### src/rtl/spi_rx_pkg.sv
`default_nettype none
// ============================================================================
// Module   : spi_rx_pkg
// Purpose  : Shared constants, state encoding and helpers for spi_byte_receiver.
// Revision : 1.0 - initial release
// ============================================================================
package spi_rx_pkg;

    localparam int BYTE_W    = 8;
    // Three bits count 0..7; the extra bit leaves headroom for a terminal-count check.
    localparam int BIT_CNT_W = $clog2(BYTE_W) + 1;

    typedef enum logic [0:0] {
        IDLE  = 1'b0,
        SHIFT = 1'b1
    } rx_state_t;

    function automatic logic is_last_bit(input logic [BIT_CNT_W-1:0] cnt);
        return cnt == BIT_CNT_W'(BYTE_W - 1);
    endfunction

endpackage
`default_nettype wire

### src/rtl/spi_rx_sync.sv
`default_nettype none
// ============================================================================
// Module   : spi_rx_sync
// Purpose  : SYNC_STAGES-deep input synchroniser with rising-edge detect.
// Revision : 1.0 - initial release
// ============================================================================
module spi_rx_sync #(
    parameter int   SYNC_STAGES = 2,
    parameter logic RESET_VAL   = 1'b0
) (
    input  logic clock,
    input  logic reset,
    input  logic i_din,
    output logic o_sync,
    output logic o_rise
);

    logic [SYNC_STAGES-1:0] r_chain;
    logic                   r_prev;

    // Resetting to the line's idle level keeps reset release from looking like an edge.
    always_ff @(posedge clock or negedge reset) begin
        if (!reset) begin
            r_chain <= {SYNC_STAGES{RESET_VAL}};
            r_prev  <= RESET_VAL;
        end else begin
            r_chain <= {r_chain[SYNC_STAGES-2:0], i_din};
            r_prev  <= r_chain[SYNC_STAGES-1];
        end
    end

    assign o_sync = r_chain[SYNC_STAGES-1];
    assign o_rise = r_chain[SYNC_STAGES-1] & ~r_prev;

endmodule
`default_nettype wire

### src/rtl/spi_byte_receiver.sv
`default_nettype none
// ============================================================================
// Module   : spi_byte_receiver
// Purpose  : Oversampling SPI (mode 3, MSB first) byte receiver with
//            valid/ack handshake, overrun and framing-error reporting.
//            Optional macro SPI_BYTE_RECEIVER_DC_EN adds spi_dc / data_is_cmd.
// Revision : 1.0 - initial release
// ============================================================================
module spi_byte_receiver
    import spi_rx_pkg::*;
#(
    parameter int SYNC_STAGES  = 2,
    parameter int IDLE_TIMEOUT = 64
) (
    input  logic              clock,
    input  logic              reset,
    input  logic              spi_clk,
    input  logic              spi_data,
`ifdef SPI_BYTE_RECEIVER_DC_EN
    input  logic              spi_dc,
`endif
    input  logic              data_ack,
    output logic [BYTE_W-1:0] data_out,
`ifdef SPI_BYTE_RECEIVER_DC_EN
    output logic              data_is_cmd,
`endif
    output logic              data_valid,
    output logic              overrun,
    output logic              frame_err,
    output logic              busy
);

    localparam int                  c_IDLE_W    = $clog2(IDLE_TIMEOUT + 1);
    localparam logic [c_IDLE_W-1:0] c_IDLE_LAST = c_IDLE_W'(IDLE_TIMEOUT - 1);

    rx_state_t             r_state;
    logic [BIT_CNT_W-1:0]  r_bit_cnt;
    logic [BYTE_W-2:0]     r_shift;
    logic [c_IDLE_W-1:0]   r_idle_cnt;

    logic w_clk_rise;
    logic w_bit;
    logic w_byte_done;
    logic w_unused_clk_lvl;
    logic w_unused_data_rise;

    spi_rx_sync #(
        .SYNC_STAGES (SYNC_STAGES),
        .RESET_VAL   (1'b1)
    ) u_sync_clk (
        .clock  (clock),
        .reset  (reset),
        .i_din  (spi_clk),
        .o_sync (w_unused_clk_lvl),
        .o_rise (w_clk_rise)
    );

    spi_rx_sync #(
        .SYNC_STAGES (SYNC_STAGES),
        .RESET_VAL   (1'b0)
    ) u_sync_data (
        .clock  (clock),
        .reset  (reset),
        .i_din  (spi_data),
        .o_sync (w_bit),
        .o_rise (w_unused_data_rise)
    );

    assign w_byte_done = (r_state == SHIFT) && w_clk_rise && is_last_bit(r_bit_cnt);

    always_ff @(posedge clock or negedge reset) begin
        if (!reset) begin
            r_state    <= IDLE;
            r_bit_cnt  <= '0;
            r_shift    <= '0;
            r_idle_cnt <= '0;
            data_out   <= '0;
            data_valid <= 1'b0;
            overrun    <= 1'b0;
            frame_err  <= 1'b0;
            busy       <= 1'b0;
        end else begin
            frame_err <= 1'b0;

            if (data_ack && data_valid) begin
                data_valid <= 1'b0;
                overrun    <= 1'b0;
            end

            case (r_state)
                IDLE: begin
                    r_idle_cnt <= '0;
                    if (w_clk_rise) begin
                        r_shift   <= {{(BYTE_W-2){1'b0}}, w_bit};
                        r_bit_cnt <= BIT_CNT_W'(1);
                        r_state   <= SHIFT;
                        busy      <= 1'b1;
                    end
                end

                SHIFT: begin
                    if (w_clk_rise) begin
                        // An edge always beats a coincident timeout.
                        r_idle_cnt <= '0;
                        if (w_byte_done) begin
                            data_out   <= {r_shift, w_bit};
                            data_valid <= 1'b1;
                            // A same-cycle ack consumes the old byte, so no overrun.
                            overrun    <= data_valid && !data_ack;
                            r_bit_cnt  <= '0;
                            r_state    <= IDLE;
                            busy       <= 1'b0;
                        end else begin
                            r_shift   <= {r_shift[BYTE_W-3:0], w_bit};
                            r_bit_cnt <= r_bit_cnt + BIT_CNT_W'(1);
                        end
                    end else if (r_idle_cnt == c_IDLE_LAST) begin
                        frame_err  <= 1'b1;
                        r_idle_cnt <= '0;
                        r_bit_cnt  <= '0;
                        r_state    <= IDLE;
                        busy       <= 1'b0;
                    end else begin
                        r_idle_cnt <= r_idle_cnt + c_IDLE_W'(1);
                    end
                end

                default: begin
                    r_state <= IDLE;
                    busy    <= 1'b0;
                end
            endcase
        end
    end

`ifdef SPI_BYTE_RECEIVER_DC_EN
    logic w_dc;
    logic w_unused_dc_rise;

    spi_rx_sync #(
        .SYNC_STAGES (SYNC_STAGES),
        .RESET_VAL   (1'b0)
    ) u_sync_dc (
        .clock  (clock),
        .reset  (reset),
        .i_din  (spi_dc),
        .o_sync (w_dc),
        .o_rise (w_unused_dc_rise)
    );

    // OLED D/C is low for commands, so the flag is the inverted line.
    always_ff @(posedge clock or negedge reset) begin
        if (!reset) begin
            data_is_cmd <= 1'b0;
        end else if (w_byte_done) begin
            data_is_cmd <= ~w_dc;
        end
    end
`endif

endmodule
`default_nettype wire

### config.mk
export PLATFORM = sky130hd
export DESIGN_NAME = spi_byte_receiver
export DESIGN_NICKNAME = d
export VERILOG_FILES = /design/src/rtl/spi_rx_pkg.sv /design/src/rtl/spi_rx_sync.sv /design/src/rtl/spi_byte_receiver.sv
export SDC_FILE = /design/constraint.sdc
export NUM_CORES = 1
export LEC_CHECK = 0
export CAP_MARGIN = 25
export CORE_AREA = 2 2 81 52
export DETAILED_ROUTE_END_ITERATION = 10
export DIE_AREA = 0 0 83 54
export GPL_TIMING_DRIVEN = 0
export MAX_ROUTING_LAYER = met4
export PLACE_DENSITY = 0.66
export SETUP_SLACK_MARGIN = 0.5
export SLEW_MARGIN = 10
export SYNTH_ARGS = -nofsm -noshare
export SYNTH_HDL_FRONTEND = slang
export SYNTH_SLANG_ARGS = --single-unit
### constraint.sdc
create_clock -name clock -period 3.7 [get_ports clock]
set_clock_uncertainty 0.05 [all_clocks]
set_input_delay 0.555 -clock clock [delete_from_list [all_inputs] [get_ports clock]]
set_output_delay 0.555 -clock clock [all_outputs]
set_load 0.01 [all_outputs]
# == After elaboration in Yosys (flattened, before gate mapping) ==
# Index checks and enable logic that the tools add are counted.
# op_classes
add_sub_neg,2
n_mul,0
div,0
magnitude_cmp,0
eq_ne,7
shifts,0
mux,33
n_bitwise,3
reduce_logical,9
# op_table
op,n
7-bit two-way mux,5
7-bit case mux with 2 select lines,2
1-bit two-way mux,19
4-bit two-way mux,4
3-bit AND reduction,3
4-bit case mux with 2 select lines,1
"7-bit by 1-bit adder with 7-bit output, second input constant",1
"7-bit by 6-bit equality test with 1-bit output, second input constant",1
"4-bit by 1-bit adder with 4-bit output, second input constant",1
"4-bit by 3-bit equality test with 1-bit output, second input constant",1
1-bit logical AND,4
"2-bit != test, second input constant",2
1-bit case mux with 2 select lines,2
"3-bit by 1-bit != test with 1-bit output, second input constant",1
"3-bit by 2-bit != test with 1-bit output, second input constant",1
"2-bit by 1-bit != test with 1-bit output, second input constant",1
1-bit inverter,2
2-bit AND reduction,1
1-bit bitwise AND,1
1-bit zero test,1
# word_totals
register_bits,36
latch_bits,0
mem_bits_rw,0
rom_bits,0
in_bits,5
out_inout_bits,12
word_cells,66
memories,0

# == Depth between registers and ports, before layout ==
# Gate-level depths: netlist of the first run.
# depth
ltp_word,7
ltp_mapped,4
ltp_nobuf,4

# == Cells and area by module ==
# Synthesis of the first run repeated with hierarchy kept, for this count alone.
# unflattened
cells_unflattened,109
area_unflattened_um2,1500.2
# modules_own_cells
module,instances,cells_each,area_per_inst_um2,seq_area_each_um2
spi_byte_receiver,1,101,1318.8,775.7
spi_rx_sync at u_sync_clk,1,4,92.6,78.8
spi_rx_sync at u_sync_data,1,4,88.8,75.1

# == Worst setup path after synthesis of the first run ==
# Ideal clock, no wire load.
# synth_timing
path_kind,register to register
startpoint,register r_bit_cnt[0]
endpoint,register data_out[0]
setup_ps,125
arrival_time_ps,1360
required_time_ps,3525
slack_ps,2165
stages_incl_launch_ff,5
n_path_buf,0
synth_period_minus_slack_ps,1535
path_cell_list,dfrtp_1 > ha_1 > nand4b_2 > nor2_4 > mux2_2
# synth_between
elab_chain_cells,3
# synth_lines
item,line,text
start: declaration,spi_byte_receiver.sv:37,logic [BIT_CNT_W-1:0] r_bit_cnt;
start signal: assignment,spi_byte_receiver.sv:115,r_bit_cnt <= r_bit_cnt + BIT_CNT_W'(1);
4-bit by 3-bit equality test with 1-bit output,spi_rx_pkg.sv:19,return cnt == BIT_CNT_W'(BYTE_W - 1);
1-bit logical AND,spi_byte_receiver.sv:69,assign w_byte_done = (r_state == SHIFT) && w_clk_rise && is_last_bit(r_bit_cnt);
3-bit AND reduction (no source line),--,
end signal: assignment,spi_byte_receiver.sv:106,"data_out <= {r_shift, w_bit};"
end: declaration,spi_byte_receiver.sv:23,"output logic [BYTE_W-1:0] data_out,"
# No other way between the ends.
# A chain may end at the register's enable or synchronous reset.

# == Worst setup path after layout of the first run ==
# layout_timing
startpoint,register data_valid
endpoint,output port data_valid
# layout_rtl
item,line,text
start: declaration,spi_byte_receiver.sv:27,"output logic data_valid,"
start signal: assignment,spi_byte_receiver.sv:78,data_valid <= 1'b0;
start signal: assignment,spi_byte_receiver.sv:86,data_valid <= 1'b0;
start signal: assignment,spi_byte_receiver.sv:107,data_valid <= 1'b1;
# No word-level cell between the ends.

==> results of run 1 <==
[power by group through the flow]
stage          clock [W]  combinational (W)  sequential [W]
5_1_grt         0.000307           0.000195        0.000502
2_1_floorplan          0          0.0000936        0.000500
3_5_place_dp           0           0.000177        0.000499
6_report        0.000282           0.000174        0.000493
3_3_place_gp           0           0.000171        0.000496
4_1_cts         0.000287           0.000177        0.000493
[layout make-up]
class                      count  area, um^2  area share (%)
sequential                    36         905            51.8
inverter                       4        15.0           0.860
clock buffer                   6        82.6            4.73
timing repair buffer          16         155            8.88
multi-input combinational     63         499            28.6
tap                           50        62.6            3.58
buffer                         3        17.5            1.00
clock inverter                 2        10.0           0.573
[registers in the layout, summed over array words and instances (netlist names)]
register,flops
r_state,1
u_sync_clk.r_chain,2
u_sync_data.r_chain,2
busy,1
r_idle_cnt,7
data_out,8
u_sync_clk.r_prev,1
r_bit_cnt,4
frame_err,1
overrun,1
data_valid,1
r_shift,7
[synth_stat cells]
cell type	instances	area, um^2
and3_1	1	6.26
o21ai_0	2	10.0
a21oi_1	2	10.0
o41a_1	1	11.3
nor4_1	1	6.26
buf_4	1	7.51
nand4b_2	1	15.0
nand3_1	3	15.0
a211o_1	1	8.76
o211ai_1	1	7.51
buf_2	1	5.00
and4_1	1	8.76
dfstp_2	3	78.8
ha_1	2	25.0
a311oi_1	1	8.76
or3_1	1	6.26
nor2b_1	1	6.26
mux2_1	1	11.3
nand2b_1	1	6.26
dfrtp_1	33	826
nand4_2	1	12.5
nor3_1	2	10.0
xnor2_1	2	17.5
o221a_2	1	11.3
clkbuf_2	1	5.00
o2bb2ai_1	1	8.76
o2111a_1	1	11.3
o22ai_1	1	6.26
and3b_1	1	8.76
nand3b_1	1	7.51
a32o_1	1	10.0
nor2_4	1	11.3
xor2_1	2	17.5
o311ai_2	1	16.3
a22o_1	6	52.6
mux2_2	8	90.1
inv_1	4	15.0
nor2_1	5	18.8
nand2_1	7	26.3
[kinds of logic (layout without fill, tap and decap cells)]
| kind of cell | after synthesis | in the layout |
|---|---|---|
| buffers and inverters | 7 | 31 |
| AOI/OAI and AO/OA | 20 | 20 |
| xor gates and xnor gates | 4 | 4 |
| and+or+nand+nor | 28 | 28 |
| adders and majority gates | 2 | 2 |
| DFF | 36 | 36 |
| muxes | 9 | 9 |
[routing by layer]
metal	share of wire (%)	wire length, um
met1	47	1170
met2	48	1200
met3	3.7	90
met4	0.57	14
met5	0	0
[worst paths after layout]
path	from	end	slack, ns	cells past startpoint
min	reset	data_out[2]	0.30	1
min in group clock	u_sync_data.r_chain[0]	u_sync_data.r_chain[1]	0.31	0
max	data_valid	data_valid	1.91	1
min reg2reg	u_sync_data.r_chain[0]	u_sync_data.r_chain[1]	0.31	0
max in group asynchronous	reset	r_state	2.81	1
max reg2reg	r_bit_cnt[0]	r_shift[0]	1.93	4
[metrics by stage]
step	total power (W)	cells	utilization, %	worst slack [ns]
floorplan	0.000594	106	-	2.17
global placement	0.000666	172	43.1	1.27
detailed placement	0.000675	172	43.0	1.96
CTS	0.000958	180	45.4	1.90
global route	0.00100	180	45.4	1.85
finish	0.000949	180	45.4	1.91
==> summary.md, run 1 <==
| Metric | Value |
|---|---|
| WL/cell | approximately 14 um |
| Fillcell total | 360 |
| Synth Area in Adders | 1.74% |
| NetSw | ~0.00025 W |
| Syn_nets | 113 |
| Final Cycle Share | about 48% |
| Post-CTS setup buffers | 0 |
| Unrepaired setup endpoints after global routing | no |
| Wirelength, routed | 2470 um |
| P&R area growth vs syn | 21.6% |
| Critical Path Sink Type | output pin |
| WP buf/inv | 1 |
| GR Layer Usage met3 | under 10% |
| Simple-gate share of the synthesized area | a little under an eighth |
| Slew @ Worst Pin | ~0.77 ns |
| Max Buffers Root-to-Sink | 2 |
| HPWL after detailed placement | roughly 1700 um |
| Setup-failing EPs final | 0 |
| Worst-path clk slew | 0.07 ns |
| Die Span Y | 54 um |
| Drt first-iter violations | slightly below 60 |
| Die area | between 4000 and 5000 um^2 |
| Post-synthesis mux area share | 7.06% |
| Worst path required time | slightly above 3 ns |
| Io pins | 17 |
| Met2 global-route usage | 21.0% |
| Grt ovf | 0 |
| Largest net degree at the start of global routing | 37 |
| Core region area | just under 4000 um^2 |
| Largest family of logic cells by synthesized area | compound AO/OA/AOI/OAI gates |
| Power per standard cell area | between 500 and 600 nW/um^2 |
| VDD IR-drop max | ~0.00030 V |
| Avg Inst Size Synth | approximately 14 um^2 |
| Hold Path Class | primary input to async pin |
| Rows | 18 |
| Port Buffers | 16 |
| H-tree levels | 2 |
| Initial antenna violation count | 0 |
| Synth Instances | 106 |
| Clock share of power | between 20 and 30% |
| Busiest layer in global routing | met2 |
| Drt drc | 0 |
| Cts bufs inserted | 5 |
| Vias post-DR | 904 |
| Global-route wire length before repair | around 4300 um |
| Flop pwr share | between 50% and 60% |
| Compound-Gate Fraction of Synth Area | 12.0% |
| Register area share after synthesis | 63.0% |
| Synth Cell Area | around 1400 um^2 |
| Die width | 83 um |
| Worst-skew pair later-pin latency | 0.28 ns |
| Status | finished clean |
| Final Hold Fails | 0 |
| Most common cell after layout, fill and taps aside | dfrtp_1 |
| P_leak | between 0.7 and 0.8 nW |
| Worst hold margin | 0.298 ns |
| #FFs+latches synth | 36 |
| Most frequent cells in the layout | 33 x dfrtp_1, 15 x clkdlybuf4s50_1, 8 x mux2_2 |
| Vias in the first global route | 917 |
| Resize count post-CTS | 0 |
| Critical Path, Cell by Cell | clkdlybuf4s50_1 |
| Number of iterations in the first detailed-routing pass | 4 |
| Final Cell Area | 1750 um^2 |
| Cell Area, Placed | ~1700 um^2 |
| Initial Utilization | 37.3% |
| Crit path DAT | 1.18 ns |
| Tmin final | 1.79 ns |
| CP peak stage delay | roughly 0.54 ns |
| Via-to-Cell Ratio | 5.02 |
| CP max-delay cell | clkdlybuf4s50_1 |
| Total GRT Usage | between 10% and 20% |
| Slew Viols, Final | 0 |
| Crit-path max FO | 3 |
| Layout cells sized above 1 | 21.5% |
| # diodes | 0 |
| Met1 Use GR | about 16% |
| Logic pwr share | between 10% and 20% |
| XOR/XNOR Fraction of Synth Area | under 10% |
| Synth unique cells | 39 |
| Max Clock Freq | around 0.56 GHz |
| Startpoint types | flip-flop |
| Cell-internal power | ~0.0007 W |
| CTS Hold Bufs | 0 |
| Warnings from Yosys | 0 |
| Fin nets | 136 |
| CP Class | flip-flop to output pin |
| ANT nets after route | 0 |
| Sw Share | between 20% and 30% |
| CTS tree | done |
| CTS Root Cell | clkbuf_8 |
| Routability congestion estimate | about 0.82 |
| Clk sinks | 36 |
| Max Cap Viol | 0 |
| Cell family with most CP delay | buffers and inverters |
| Setup TNS | 0 ns |
| Slew margin rel. | between 40% and 50% |
Power figures use the tool's default switching activity.
==> run 2, diff against run 1 <==
--- a/config.mk
+++ b/config.mk
@@ -11,7 +11,7 @@
 export DIE_AREA = 0 0 83 54
 export GPL_TIMING_DRIVEN = 0
 export MAX_ROUTING_LAYER = met4
-export PLACE_DENSITY = 0.66
+export PLACE_DENSITY = 0.68
 export SETUP_SLACK_MARGIN = 0.5
 export SLEW_MARGIN = 10
 export SYNTH_ARGS = -nofsm -noshare
==> constraint.sdc (replaced) <==
create_clock -name clock -period 1.55 [get_ports clock]
set_clock_uncertainty 0.05 [all_clocks]
set_input_delay 0.2325 -clock clock [delete_from_list [all_inputs] [get_ports clock]]
set_output_delay 0.2325 -clock clock [all_outputs]
set_load 0.01 [all_outputs]
==> summary.md, run 2 (same netlist as run 1, synthesis figures left out) <==
| Metric | Value |
|---|---|
| Status | finished, violations left (was finished clean) |
| Violated checks | negative hold slack |
| P&R area growth vs syn | 41.1% (was 21.6%) |
| Global-route wire length before repair | 4980 um (was 4260 um) |
| Slew @ Worst Pin | 0.769 ns (was 0.774 ns) |
| Slew margin rel. | 48.8% (was 48.4%) |
| Fin nets | 160 (was 136) |
| Worst r2r src | u_sync_clk.r_prev (was r_bit_cnt[0]) |
| Setup-failing EPs final | 0 (unchanged) |
| Flop pwr share | 49.4% (was 51.9%) |
| Drt first-iter violations | 57 (was 59) |
| Setup TNS | 0 ns (unchanged) |
| Final Cycle Share | between 90 and 100% |
| Via-to-Cell Ratio | 4.98 (was 5.02) |
| Rows | 18 (unchanged) |
| Routability congestion estimate | 0.736 (was 0.823) |
| Top flop regs | data_out: 8 flops, r_idle_cnt: 7 flops, r_shift: 7 flops (unchanged) |
| Area of the multi-input gates | 607 um^2 (was 499 um^2) |
| Slew Viols, Final | 0 (unchanged) |
| Die width | 83 um (unchanged) |
| Total GRT Usage | 15.4% (was 12.8%) |
| Sw Share | 28.5% (was 26.6%) |
| Max Buffers Root-to-Sink | 2 (unchanged) |
| Clock share of power | 26.6% (was 29.7%) |
| Critical Path Sink Type | flip-flop (was output pin) |
| Logic pwr share | 24.0% (was 18.4%) |
| CP Class | flip-flop to flip-flop (was flip-flop to output pin) |
| Number of iterations in the first detailed-routing pass | 4 (unchanged) |
| Vias in the first global route | 1,025 (was 917) |
| CTS Hold Bufs | 0 (unchanged) |
| Max Clock Freq | around 0.67 GHz |
| HPWL after detailed placement | 1790 um (was 1660 um) |
| Wirelength, routed | 2990 um (was 2470 um) |
| Largest register FFs | 8 (unchanged) |
| VDD IR-drop max | 0.000596 V (was 0.000304 V) |
| Most common cell after layout, fill and taps aside | dfrtp_1 (unchanged) |
| # diodes | 0 (unchanged) |
| Startpoint types | flip-flop (unchanged) |
| Tmin final | 1.50 ns |
| Io pins | 17 (unchanged) |
| Power per standard cell area | 1190 nW/um^2 (was 543 nW/um^2) |
| Worst-path clk slew | 0.07 ns (about the same) |
| CTS Root Cell | clkbuf_8 (unchanged) |
| Worst-skew pair later-pin latency | 0.28 ns (about the same) |
| Largest net degree at the start of global routing | 37 (unchanged) |
| Most frequent cells in the layout | 32 x dfrtp_1, 19 x buf_4, 11 x buf_2 (was 33 x dfrtp_1, 15 x clkdlybuf4s50_1, 8 x mux2_2) |
| Die Span Y | 54 um (unchanged) |
| Initial antenna violation count | 0 (unchanged) |
| Final Hold Fails | 33 (was 0) |
| WL/cell | 14.7 um (was 13.7 um) |
| H-tree levels | 2 (unchanged) |
| Vias post-DR | 1,015 (was 904) |
| Final worst setup slack | 0.0467 ns (was 1.91 ns) |
| Crit path DAT | 1.62 ns (was 1.18 ns) |
| RR Endpoint | overrun (was r_shift[0]) |
| Core region area | 3850 um^2 (unchanged) |
| Crit-path max FO | 9 (was 3) |
| Cts bufs inserted | 5 (unchanged) |
| Post-Place Setup Slack | -0.139 ns (was 1.96 ns) |
| Hold Path Class | primary input to async pin (unchanged) |
| Grt ovf | 0 (unchanged) |
| Largest Register | data_out (unchanged) |
| Clk sinks | 36 (unchanged) |
| Layout cells sized above 1 | 48.7% (was 21.5%) |
| P_leak | 0.973 nW (was 0.796 nW) |
| Unrepaired setup endpoints after global routing | yes (was no) |
| Port Buffers | 16 (unchanged) |
| Initial Utilization | 37.3% (unchanged) |
| Register area | 906 um^2 (was 905 um^2) |
| NetSw | 0.000685 W (was 0.000253 W) |
| Fillcell total | 331 (was 360) |
| Cell-internal power | 0.00172 W (was 0.000697 W) |
| Max Cap Viol | 0 (unchanged) |
| Die area | 4480 um^2 (unchanged) |
| Worst path required time | 1.67 ns (was 3.09 ns) |
| Setup slack, reg-to-reg | 0.05 ns (was 1.93 ns) |
| Drt drc | 0 (unchanged) |
| ANT nets after route | 0 (unchanged) |
| Worst-case reg-to-reg path depth | 6 (was 4) |
| Worst hold margin | -0.0265 ns (was 0.298 ns) |
| CTS tree | done (unchanged) |
==> run 2: area by class of cell <==
class                      instances  area share (%)
buffer                             3            1.48
clock buffer                       5            3.40
sequential                        36            44.7
multi-input combinational         63            29.9
tap                               50            3.09
clock inverter                     3           0.926
timing repair buffer              40            15.7
inverter                           4           0.741
==> run 2: critical path: stages, from the launching register on <==
cell and delay (ns):
dfstp_2 0.54, nand2b_4 0.11, buf_6 0.11, nor2_4 0.04, buf_12 0.13, buf_4 0.14, o221a_2 0.27
==> run 2: layer usage <==
metal / vias to the layer above / global-route usage (%) / part of all wire, %
met1: 508 / 17.2 / 43
met2: 21 / 25.5 / 52
met4: 0 / 4.64 / 0.97
li1: 482 / - / -
met3: 4 / 6.90 / 4.4
met5: - / - / 0
==> run 2: worst max-delay path by stage <==
| stage | depth (start not counted) | start | end | slack (ns) |
|---|---|---|---|---|
| finish | 6 | u_sync_clk.r_prev | overrun | 0.05 |
| global route | 5 | r_bit_cnt[0] | data_out[0] | -0.007 |
| CTS | 5 | u_sync_clk.r_chain[1] | data_out[1] | 0.05 |
| detailed placement | 4 | r_bit_cnt[0] | data_out[1] | -0.14 |
| global placement | 1 | reset | data_out[7] | -0.55 |
| floorplan | 4 | r_bit_cnt[0] | data_out[0] | 0.07 |
==> run 2: stage by stage <==
step / instance area (um^2) / std cells / hold WS [ns] / util (%) / total power (W)
after floorplan: 1500 / 106 / -0.113 / - / 0.00147
after global placement: 1720 / 172 / 0.291 / 44.6 / 0.00164
after detailed placement: 1710 / 172 / 0.286 / 44.5 / 0.00168
after CTS: 1950 / 198 / 0.00170 / 50.5 / 0.00238
after global routing: 2030 / 204 / 0.0303 / 52.6 / 0.00258
final: 2030 / 204 / -0.0265 / 52.6 / 0.00241
==> run 2: power groups by stage <==
stage	Sequential (W)	Combinational [W]	Clock [W]
2_1_floorplan	0.00121	0.000256	0
3_3_place_gp	0.00120	0.000441	0
3_5_place_dp	0.00121	0.000463	0
4_1_cts	0.00118	0.000531	0.000667
5_1_grt	0.00121	0.000640	0.000725
6_report	0.00119	0.000577	0.000641
==> run 2: repair_timing <==
item	in CTS	in global routing
cloned	0	0
resized for setup	63	8
pin swaps	7	2
endpoints found under the setup margin	43	43
setup buffers	18	6
==> run 3, diff against run 2 <==
--- a/config.mk
+++ b/config.mk
@@ -6,12 +6,14 @@
 export NUM_CORES = 1
 export LEC_CHECK = 0
 export CAP_MARGIN = 25
-export CORE_AREA = 2 2 81 52
+export CELL_PAD_IN_SITES_DETAIL_PLACEMENT = 0
+export CELL_PAD_IN_SITES_GLOBAL_PLACEMENT = 2
+export CORE_AREA = 2 2 87 56
 export DETAILED_ROUTE_END_ITERATION = 10
-export DIE_AREA = 0 0 83 54
+export DIE_AREA = 0 0 89 58
 export GPL_TIMING_DRIVEN = 0
 export MAX_ROUTING_LAYER = met4
-export PLACE_DENSITY = 0.68
+export PLACE_DENSITY = 0.79
 export SETUP_SLACK_MARGIN = 0.5
 export SLEW_MARGIN = 10
 export SYNTH_ARGS = -nofsm -noshare
==> summary.md, run 3 (same netlist as run 1, synthesis figures left out) <==
| Metric | Value |
|---|---|
| Drt drc | 0 (unchanged) |
| Die area | 5160 um^2 (was 4480 um^2) |
| Largest Register | data_out (unchanged) |
| Slew margin rel. | 45.6% (was 48.8%) |
| Worst hold margin | -0.0110 ns (was -0.0265 ns) |
| Initial Utilization | 32.8% (was 37.3%) |
| Tmin final | 1.53 ns (was 1.50 ns) |
| Status | finished, violations left (unchanged) |
| P_leak | 1.03 nW (was 0.973 nW) |
| Slew Viols, Final | 0 (unchanged) |
| Worst-case reg-to-reg path depth | 6 (unchanged) |
| Die Span Y | 58 um (was 54 um) |
| Most common cell after layout, fill and taps aside | dfrtp_1 (unchanged) |
| VDD IR-drop max | 0.000640 V (was 0.000596 V) |
| Grt ovf | 0 (unchanged) |
| Register area | 906 um^2 (unchanged) |
| Final Cell Area | 2180 um^2 (was 2030 um^2) |
| CP Class | flip-flop to flip-flop (unchanged) |
| Unrepaired setup endpoints after global routing | yes (unchanged) |
| Vias post-DR | 1,038 (was 1,015) |
| CP max-delay cell | dfrtp_2 (was dfstp_2) |
| HPWL after detailed placement | 1930 um (was 1790 um) |
| Critical Path, Cell by Cell | ha_4, nand4b_4, buf_4, buf_6, nand2_8, mux2_2 (was nand2b_4, buf_6, nor2_4, buf_12, buf_4, o221a_2) |
| ANT nets after route | 0 (unchanged) |
| H-tree levels | 2 (unchanged) |
| Worst-skew pair later-pin latency | 0.28 ns (about the same) |
| Slew @ Worst Pin | 0.815 ns (was 0.769 ns) |
| Largest net degree at the start of global routing | 37 (unchanged) |
| Die width | 89 um (was 83 um) |
| Drt first-iter violations | 51 (was 57) |
| Wirelength, routed | 3140 um (was 2990 um) |
| Core region area | 4370 um^2 (was 3850 um^2) |
| Power per standard cell area | 1210 nW/um^2 (was 1190 nW/um^2) |
| Vias in the first global route | 1,049 (was 1,025) |
| Area of the multi-input gates | 653 um^2 (was 607 um^2) |
| Number of iterations in the first detailed-routing pass | 4 (unchanged) |
| Cell Area, Placed | 1730 um^2 (was 1710 um^2) |
| Final core utilization | 49.9% (was 52.6%) |
| Global-route wire length before repair | 5200 um (was 4980 um) |
| Worst r2r src | r_bit_cnt[0] (was u_sync_clk.r_prev) |
| Crit-path max FO | 8 (was 9) |
| Fin nets | 167 (was 160) |
| Max Clock Freq | 0.655 GHz (was 0.665 GHz) |
| Critical Path Sink Type | flip-flop (unchanged) |
| Largest register FFs | 8 (unchanged) |
| Hold Path Class | primary input to async pin (unchanged) |
| CTS tree | done (unchanged) |
| RR Endpoint | r_shift[0] (was overrun) |
| Routability congestion estimate | 0.691 (was 0.736) |
| Fillcell total | 394 (was 331) |
| Worst-path clk slew | 0.07 ns (about the same) |
| CTS Root Cell | clkbuf_8 (unchanged) |
| Final Hold Fails | 27 (was 33) |
| Violated checks | negative hold slack (unchanged) |
| Rows | 19 (was 18) |
| Setup TNS | 0 ns (unchanged) |
| Crit path DAT | 1.65 ns (was 1.62 ns) |
| Final Cycle Share | 98.5% (was 97.0%) |
| WL/cell | 14.0 um (was 14.7 um) |
| Setup-failing EPs final | 0 (unchanged) |
| Cts bufs inserted | 5 (unchanged) |
| Clk sinks | 36 (unchanged) |
| CP peak stage delay | 0.39 ns (was 0.54 ns) |
| Max Cap Viol | 0 (unchanged) |
| Top flop regs | data_out: 8 flops, r_idle_cnt: 7 flops, r_shift: 7 flops (unchanged) |
| Worst path required time | 1.67 ns (about the same) |
| Port Buffers | 16 (unchanged) |
| Total GRT Usage | 13.9% (was 15.4%) |
| Initial antenna violation count | 0 (unchanged) |
| Max Buffers Root-to-Sink | 2 (unchanged) |
| P&R area growth vs syn | 51.8% (was 41.1%) |
| # diodes | 0 (unchanged) |
| Setup slack, reg-to-reg | 0.02 ns (was 0.05 ns) |
| Io pins | 17 (unchanged) |
| Layout cells sized above 1 | 50.9% (was 48.7%) |
| Most frequent cells in the layout | 32 x dfrtp_1, 25 x buf_4, 12 x buf_2 (was 32 x dfrtp_1, 19 x buf_4, 11 x buf_2) |
| Via-to-Cell Ratio | 4.63 (was 4.98) |
| Startpoint types | flip-flop (unchanged) |
-- run 3: cell types whose count changed in the layout (fill, tap and decap cells not counted), moves of 2 or more --
cell and change:
buf_4 +6, buf_6 -2, mux2_2 -7, mux2_4 +8
-- run 3: area by class of cell --
cell class / instances / area share, %
multi-input combinational: 63 / 29.9
timing repair buffer: 47 / 17.6
sequential: 36 / 41.5
buffer: 3 / 1.55
inverter: 4 / 0.688
clock inverter: 3 / 1.95
tap: 63 / 3.61
clock buffer: 5 / 3.16
-- run 3: worst max path at each step --
stage / startpoint / end / slack, ns
2_1_floorplan: r_bit_cnt[0] / data_out[0] / 0.07
3_3_place_gp: reset / data_out[7] / -0.56
3_5_place_dp: r_bit_cnt[0] / data_out[2] / -0.13
4_1_cts: u_sync_clk.r_chain[1] / data_out[1] / 0.01
5_1_grt: r_bit_cnt[0] / data_out[5] / -0.01
6_report: r_bit_cnt[0] / r_shift[0] / 0.02
-- run 3: repair_timing --
action                                 CTS  global route
hold buffers                             0             0
setup endpoints to repair               43            43
cloned                                   1             0
pin swaps                                9             4
resized for setup                       74             7
endpoints found under the hold margin    0             0
setup buffers                           21             9
-- run 3: metrics by stage --
stage               power [W]  instances  hold slack, ns  setup WS, ns
global placement      0.00165        185           0.286        -0.556
detailed placement    0.00168        185           0.287        -0.135
CTS                   0.00261        215          0.0159        0.0144
floorplan             0.00147        106          -0.113        0.0732
global route          0.00278        224          0.0408       -0.0120
finish                0.00264        224         -0.0110        0.0233
-- run 3: worst max-delay path: cells and delay by family, from the launching register on --
family / cells / cell delay (ns)
buffers and inverters: 2 / 0.28
adder cells (fa/ha/maj): 1 / 0.15
flip-flops: 1 / 0.39
multiplexers: 1 / 0.32
AND/OR/NAND/NOR: 2 / 0.20
-- run 3: where the power goes --
group	internal, W	total [W]	switching, W
Sequential	0.00107	0.00119	0.000111
Clock	0.000476	0.000814	0.000339
Combinational	0.000379	0.000636	0.000257
Total	0.00193	0.00264	0.000707
-- run 3: layer usage --
layer | GRT usage, % | up-vias | routed length (um)
met1 | 21.3 | 523 | 1580
met4 | 3.84 | 0 | 40
met2 | 17.8 | 15 | 1390
met5 | - | - | 0
met3 | 3.99 | 4 | 136
li1 | - | 496 | -
